## src/rtl/branch_cmp_ctrl_if.sv

```systemverilog
// ID-stage branch comparator control bundle: ID instruction fields and comparator result in,
// stall / forwarding selects / branch decision out.
interface branch_cmp_ctrl_if #(
    parameter int TNEW_W = 2
) ();
    logic              id_valid;
    logic              id_branch;
    logic              id_bne;
    logic [4:0]        id_rs;
    logic [4:0]        id_rt;
    logic              id_we;
    logic [4:0]        id_wa;
    logic [TNEW_W-1:0] id_tnew;
    logic              equal;
    logic              stall;
    logic [1:0]        fwd_sel_rs;
    logic [1:0]        fwd_sel_rt;
    logic              branch_taken;

    modport master (
        output id_valid, id_branch, id_bne, id_rs, id_rt, id_we, id_wa, id_tnew, equal,
        input  stall, fwd_sel_rs, fwd_sel_rt, branch_taken
    );

    modport slave (
        input  id_valid, id_branch, id_bne, id_rs, id_rt, id_we, id_wa, id_tnew, equal,
        output stall, fwd_sel_rs, fwd_sel_rt, branch_taken
    );
endinterface

```

## src/rtl/branch_cmp_ctrl.sv

```systemverilog
// Branch comparator controller: E/M/W write scoreboard driving ID stall, operand forwarding
// selects and the same-cycle branch-taken decision for the next-PC logic.
module branch_cmp_ctrl #(
    parameter int TNEW_W = 2
) (
    input  logic             clk,
    input  logic             reset,
    branch_cmp_ctrl_if.slave bus
);

    typedef struct packed {
        logic              v;
        logic [4:0]        wa;
        logic [TNEW_W-1:0] tnew;
    } sb_entry_t;

    localparam sb_entry_t BUBBLE = '{v: 1'b0, wa: 5'd0, tnew: {TNEW_W{1'b0}}};

    sb_entry_t   e_r;
    sb_entry_t   m_r;
    sb_entry_t   w_r;
    sb_entry_t   id_entry_s;
    logic [2:0]  rs_res_s;
    logic [2:0]  rt_res_s;
    logic        need_s;
    logic        stall_s;
    logic        cond_s;
    logic [1:0]  sel_rs_s;
    logic [1:0]  sel_rt_s;
    logic        taken_s;

    // Advance one pipeline stage: the result is one cycle closer, never below zero.
    function automatic sb_entry_t age(input sb_entry_t e);
        sb_entry_t a;
        a = e;
        if (e.tnew != {TNEW_W{1'b0}}) begin
            a.tnew = e.tnew - TNEW_W'(1'b1);
        end else begin
            a.tnew = {TNEW_W{1'b0}};
        end
        return a;
    endfunction

    // Returns {not_ready, sel}. Only the youngest matching stage is consulted; a pending
    // producer reports sel = 0 since the stall masks the operand anyway.
    function automatic logic [2:0] resolve(input logic [4:0] r, input sb_entry_t e,
                                           input sb_entry_t m, input sb_entry_t w);
        logic [2:0] res;
        if (r == 5'd0) begin
            res = 3'b000;
        end else if (e.v && (e.wa == r)) begin
            res = (e.tnew != {TNEW_W{1'b0}}) ? 3'b100 : 3'b001;
        end else if (m.v && (m.wa == r)) begin
            res = (m.tnew != {TNEW_W{1'b0}}) ? 3'b100 : 3'b010;
        end else if (w.v && (w.wa == r)) begin
            res = (w.tnew != {TNEW_W{1'b0}}) ? 3'b100 : 3'b011;
        end else begin
            res = 3'b000;
        end
        return res;
    endfunction

    // Hazard detection, forwarding selection and branch resolution from current scoreboard.
    always_comb begin
        rs_res_s   = resolve(bus.id_rs, e_r, m_r, w_r);
        rt_res_s   = resolve(bus.id_rt, e_r, m_r, w_r);
        need_s     = bus.id_valid & bus.id_branch;
        stall_s    = need_s & (rs_res_s[2] | rt_res_s[2]);
        cond_s     = bus.id_bne ? ~bus.equal : bus.equal;
        taken_s    = need_s & ~stall_s & cond_s;
        id_entry_s = '{v:    bus.id_valid & bus.id_we & (bus.id_wa != 5'd0),
                       wa:   bus.id_wa,
                       tnew: bus.id_tnew};
        if (bus.id_valid) begin
            sel_rs_s = rs_res_s[1:0];
            sel_rt_s = rt_res_s[1:0];
        end else begin
            sel_rs_s = 2'd0;
            sel_rt_s = 2'd0;
        end
    end

    // Scoreboard shift: a stalled ID instruction is held back and a bubble enters E instead.
    always_ff @(posedge clk) begin
        if (reset) begin
            e_r <= BUBBLE;
            m_r <= BUBBLE;
            w_r <= BUBBLE;
        end else begin
            e_r <= stall_s ? BUBBLE : id_entry_s;
            m_r <= age(e_r);
            w_r <= age(m_r);
        end
    end

    assign bus.stall        = stall_s;
    assign bus.fwd_sel_rs   = sel_rs_s;
    assign bus.fwd_sel_rt   = sel_rt_s;
    assign bus.branch_taken = taken_s;

endmodule
```

## src/flat_wrapper.sv

```systemverilog
// flat-port wrapper written by rule: the top's interface ports become plain ports
module branch_cmp_ctrl_flat 
#(
    parameter int TNEW_W = 2
)
  (clk, reset, bus_id_valid, bus_id_branch, bus_id_bne, bus_id_rs, bus_id_rt, bus_id_we, bus_id_wa, bus_id_tnew, bus_equal, bus_stall, bus_fwd_sel_rs, bus_fwd_sel_rt, bus_branch_taken);
  branch_cmp_ctrl_if #(.TNEW_W(TNEW_W)) bus_i ();
  input  logic clk;
  input  logic reset;
  input wire logic [$bits(bus_i.id_valid)-1:0] bus_id_valid;
  input wire logic [$bits(bus_i.id_branch)-1:0] bus_id_branch;
  input wire logic [$bits(bus_i.id_bne)-1:0] bus_id_bne;
  input wire logic [$bits(bus_i.id_rs)-1:0] bus_id_rs;
  input wire logic [$bits(bus_i.id_rt)-1:0] bus_id_rt;
  input wire logic [$bits(bus_i.id_we)-1:0] bus_id_we;
  input wire logic [$bits(bus_i.id_wa)-1:0] bus_id_wa;
  input wire logic [$bits(bus_i.id_tnew)-1:0] bus_id_tnew;
  input wire logic [$bits(bus_i.equal)-1:0] bus_equal;
  output wire logic [$bits(bus_i.stall)-1:0] bus_stall;
  output wire logic [$bits(bus_i.fwd_sel_rs)-1:0] bus_fwd_sel_rs;
  output wire logic [$bits(bus_i.fwd_sel_rt)-1:0] bus_fwd_sel_rt;
  output wire logic [$bits(bus_i.branch_taken)-1:0] bus_branch_taken;
  assign bus_i.id_valid = bus_id_valid;
  assign bus_i.id_branch = bus_id_branch;
  assign bus_i.id_bne = bus_id_bne;
  assign bus_i.id_rs = bus_id_rs;
  assign bus_i.id_rt = bus_id_rt;
  assign bus_i.id_we = bus_id_we;
  assign bus_i.id_wa = bus_id_wa;
  assign bus_i.id_tnew = bus_id_tnew;
  assign bus_i.equal = bus_equal;
  assign bus_stall = bus_i.stall;
  assign bus_fwd_sel_rs = bus_i.fwd_sel_rs;
  assign bus_fwd_sel_rt = bus_i.fwd_sel_rt;
  assign bus_branch_taken = bus_i.branch_taken;
  branch_cmp_ctrl #(.TNEW_W(TNEW_W)) u_core (.clk(clk), .reset(reset), .bus(bus_i));
endmodule
```

## config.mk

```make
export PLATFORM = sky130hd
export DESIGN_NAME = branch_cmp_ctrl_flat
export DESIGN_NICKNAME = d
export VERILOG_FILES = /design/src/rtl/branch_cmp_ctrl_if.sv /design/src/rtl/branch_cmp_ctrl.sv /design/src/flat_wrapper.sv
export SDC_FILE = /design/constraint.sdc
export NUM_CORES = 1
export LEC_CHECK = 0
export ABC_CLOCK_PERIOD_IN_PS = 5660
export BUFFER_PORTS_ARGS = -buffer_cell sky130_fd_sc_hd__buf_2
export CAP_MARGIN = 20
export CORE_UTILIZATION = 45
export CTS_CLUSTER_DIAMETER = 40
export DETAILED_ROUTE_END_ITERATION = 10
export GPL_TIMING_DRIVEN = 0
export PLACE_DENSITY = 0.68
export SLEW_MARGIN = 20
export SYNTH_ARGS = -nofsm -noshare
export SYNTH_HDL_FRONTEND = slang
export SYNTH_SLANG_ARGS = --single-unit
```

## constraint.sdc

```tcl
create_clock -name clk -period 5.66 [get_ports clk]
set_input_delay 1.132 -clock clk [delete_from_list [all_inputs] [get_ports clk]]
set_output_delay 1.132 -clock clk [all_outputs]
set_load 0.1 [all_outputs]
```

==> results.cfg <==
[detailed_routing]
wl_per_cell_um = 13.6
wl_mm = 2.81
routed_via_density = 5.17
m1WireLength_mm = 1.26
dr_wl_met3_um = 104
vias = 1064
antenna_left = 0
routed-wl-met2_mm = 1.41
drc_errors = 0
first_iter_violations = 33
drt-pass1-iter-count = 4
highest_layer = met4

[place]
portBuffers = 29
place_congestion = 0.904
post-dp-hpwl_mm = 2.33
place_area_mm2 = 0.00154

[logic_synthesis]
synth.most_common_cell = dfxtp_1
synth_edf_count = 0
yosysWarningCount = 0
synth-seq-cells = 24
synthCells = 142
seq_area_frac_synth_pct = 35.4
synth.net_count = 168
async_flop_share_pct = 0
yosysTopAreaCell = dfxtp_1
ys_types = 32
synthTopCellsByArea = dfxtp_1, xor2_1, xnor2_1
synth_commonest_cells = dfxtp_1, xor2_1, nand2_1
syn_area_mm2 = 0.00136
syn_area_per_cell_um2 = 9.55
synth_flop_cell = dfxtp_1
synth_top_cell_area_share_pct = 35.4

[timing]
slew_headroom_pct = 62.0
final-hold-violation-count = 0
skew_ns = 0.00297
setup_viol = 0
fin_crit_ns = 4.24
slew_viol_final = 0
rsz0062_at_grt = false
fin_crit_sh_pct = 74.9
totalNegativeSetupSlack_ns = 0
tightest_slew_ns = 0.570
fmax_mhz = 236

[clock_network]
cts_resized = 0
cts.sinks = 24
cts_buffers = 3
cts_tree = built
cts_root_buf = clkbuf_4
cts_buffer_depth = 2
ctsHoldBuffers = 0
clk_pin_slew_ns = 0.13
worstSkewPairLatency_ns = 0.31
post_cts_buffers = 0
h-tree-depth = 1

[critical_path]
arrival_ns = 3.10
worstPathCellList = buf_2 -> xor2_1 -> nor2_1 -> a311o_1 -> o211ai_1 -> nand3_2 -> o22ai_4 -> buf_2
path_class = input port to output port
cpPeakStageDelay_ns = 0.50
cp-start-kind = input port
r2r_setup_slack_ns = 3.69
reg2reg_from = u_core.m_r[5]
timing.rr.end = u_core.e_r[3]
critPathCaptureType = output port
critPathMaxFanout = 9
crit_top_cell = buf_2
ff2ff_path_depth = 7
cpMaxStageDelayCell = buf_2
required_ns = 4.53

[worst_hold_path]
holdPathStages = 1
hold_path_end = u_core.w_r[0]
min_path_type = flip-flop to flip-flop
min_from = u_core.m_r[0]

[cells_and_area]
areaGrowthSynthToFinish_pct = 16.2
antenna_cells = 0
nFillCells = 271
stdcell_area_mm2 = 0.00158
final_nets = 202
fin_util_pct = 56.2
drive_above_1_share_pct = 28.6

[global_routing]
track_usage_pct = 19.4
grt_overflow = 0
antenna_found_initial = 0
grt_pass1_vias = 1088
grt_max_degree = 14
grt_pass1_wl_mm = 4.83

[die]
core_area_mm2 = 0.00281
dieArea_mm2 = 0.00324
num_io_pins = 30
initial_utilization_pct = 48.3
rows = 19
die_h_um = 56.9
die_width_um = 56.9

[power_and_ir_drop]
max-vdd-ir-drop_mv = 0.174
p_leak_nw = 0.656
power.density_mw_per_mm2 = 212

[run]
cap_violations = 0

[status]
status = complete, no violations
[layout make-up]
class | instances | area [µm²] | share of cell area (%)
Timing Repair Buffer | 29 | 145 | 9.21
Clock buffer | 4 | 36.3 | 2.30
Sequential cell | 24 | 480 | 30.5
Buffer | 2 | 7.51 | 0.476
Multi-Input combinational cell | 110 | 846 | 53.7
Tap cell | 31 | 38.8 | 2.46
Inverter | 6 | 22.5 | 1.43
[cell usage in the layout, fill, tap and decap left out, types with 2 or more instances in the layout]
master / netlist / layout
xnor2_2: 2 / 2
nor3_2: 2 / 2
buf_2: 0 / 29
nand2_1: 13 / 13
ha_1: 2 / 2
o211ai_1: 2 / 2
nor3_1: 9 / 9
nand4_1: 2 / 2
xnor2_1: 11 / 11
clkbuf_4: 0 / 3
dfxtp_1: 24 / 24
nor2b_1: 11 / 11
nand3_2: 2 / 2
a21oi_1: 2 / 2
nor4_1: 2 / 2
inv_1: 6 / 6
buf_1: 2 / 2
xor2_1: 18 / 18
nor2_1: 10 / 10
nor3b_2: 7 / 7
and2_1: 2 / 2
[cell families after synthesis]
| group | synth area share [%] |
|---|---|
| flops | 35.4 |
| xor+xnor | 21.1 |
| buf+inv | 2.21 |
| fa+ha+maj | 1.84 |
| simple gates | 29.2 |
| compound gates | 10.1 |
[metal layers]
metal	vias to the layer above	global-route usage, %
met1	493	24.7
met5	-	0
li1	547	-
met2	20	33.8
met3	4	2.76
met4	0	6.27
[how the worst max path moves through the flow]
| stage | from | endpoint | slack [ns] |
|---|---|---|---|
| after detailed placement | bus_id_rs[2] | bus_stall | 1.39 |
| after CTS | bus_id_rs[2] | bus_stall | 1.39 |
| final | bus_id_rs[3] | bus_stall | 1.42 |
| after floorplan | bus_id_rs[0] | bus_fwd_sel_rs[1] | 0.62 |
| after global placement | bus_id_rs[3] | bus_stall | 1.46 |
| after global routing | bus_id_rs[0] | bus_stall | 1.29 |
[through the flow]
| step | hold slack [ns] | power, mW | setup slack [ns] | cells |
|---|---|---|---|---|
| 2_1_floorplan | 0.401 | 0.225 | 0.623 | 142 |
| 3_3_place_gp | 0.411 | 0.246 | 1.46 | 202 |
| 3_5_place_dp | 0.416 | 0.248 | 1.39 | 202 |
| 4_1_cts | 0.437 | 0.338 | 1.39 | 206 |
| 5_1_grt | 0.469 | 0.353 | 1.29 | 206 |
| 6_report | 0.433 | 0.334 | 1.42 | 206 |
[critical path, delay by kind of cell]
family | cells | cell delay, ns
AO/OA/AOI/OAI | 3 | 0.93
buffers and inverters | 2 | 0.64
AND/OR/NAND/NOR | 2 | 0.23
XOR/XNOR | 1 | 0.16
[report_power, final]
group / switching (mW) / internal, mW
registers: 0.00611 / 0.177
logic: 0.0343 / 0.0270
clock network: 0.0513 / 0.0393
[state kept, by name, summed over array words and instances (netlist names)]
name	flops
u_core.e_r	8
u_core.m_r	8
u_core.w_r	8
No activity file was read; power rests on OpenSTA's default activity.
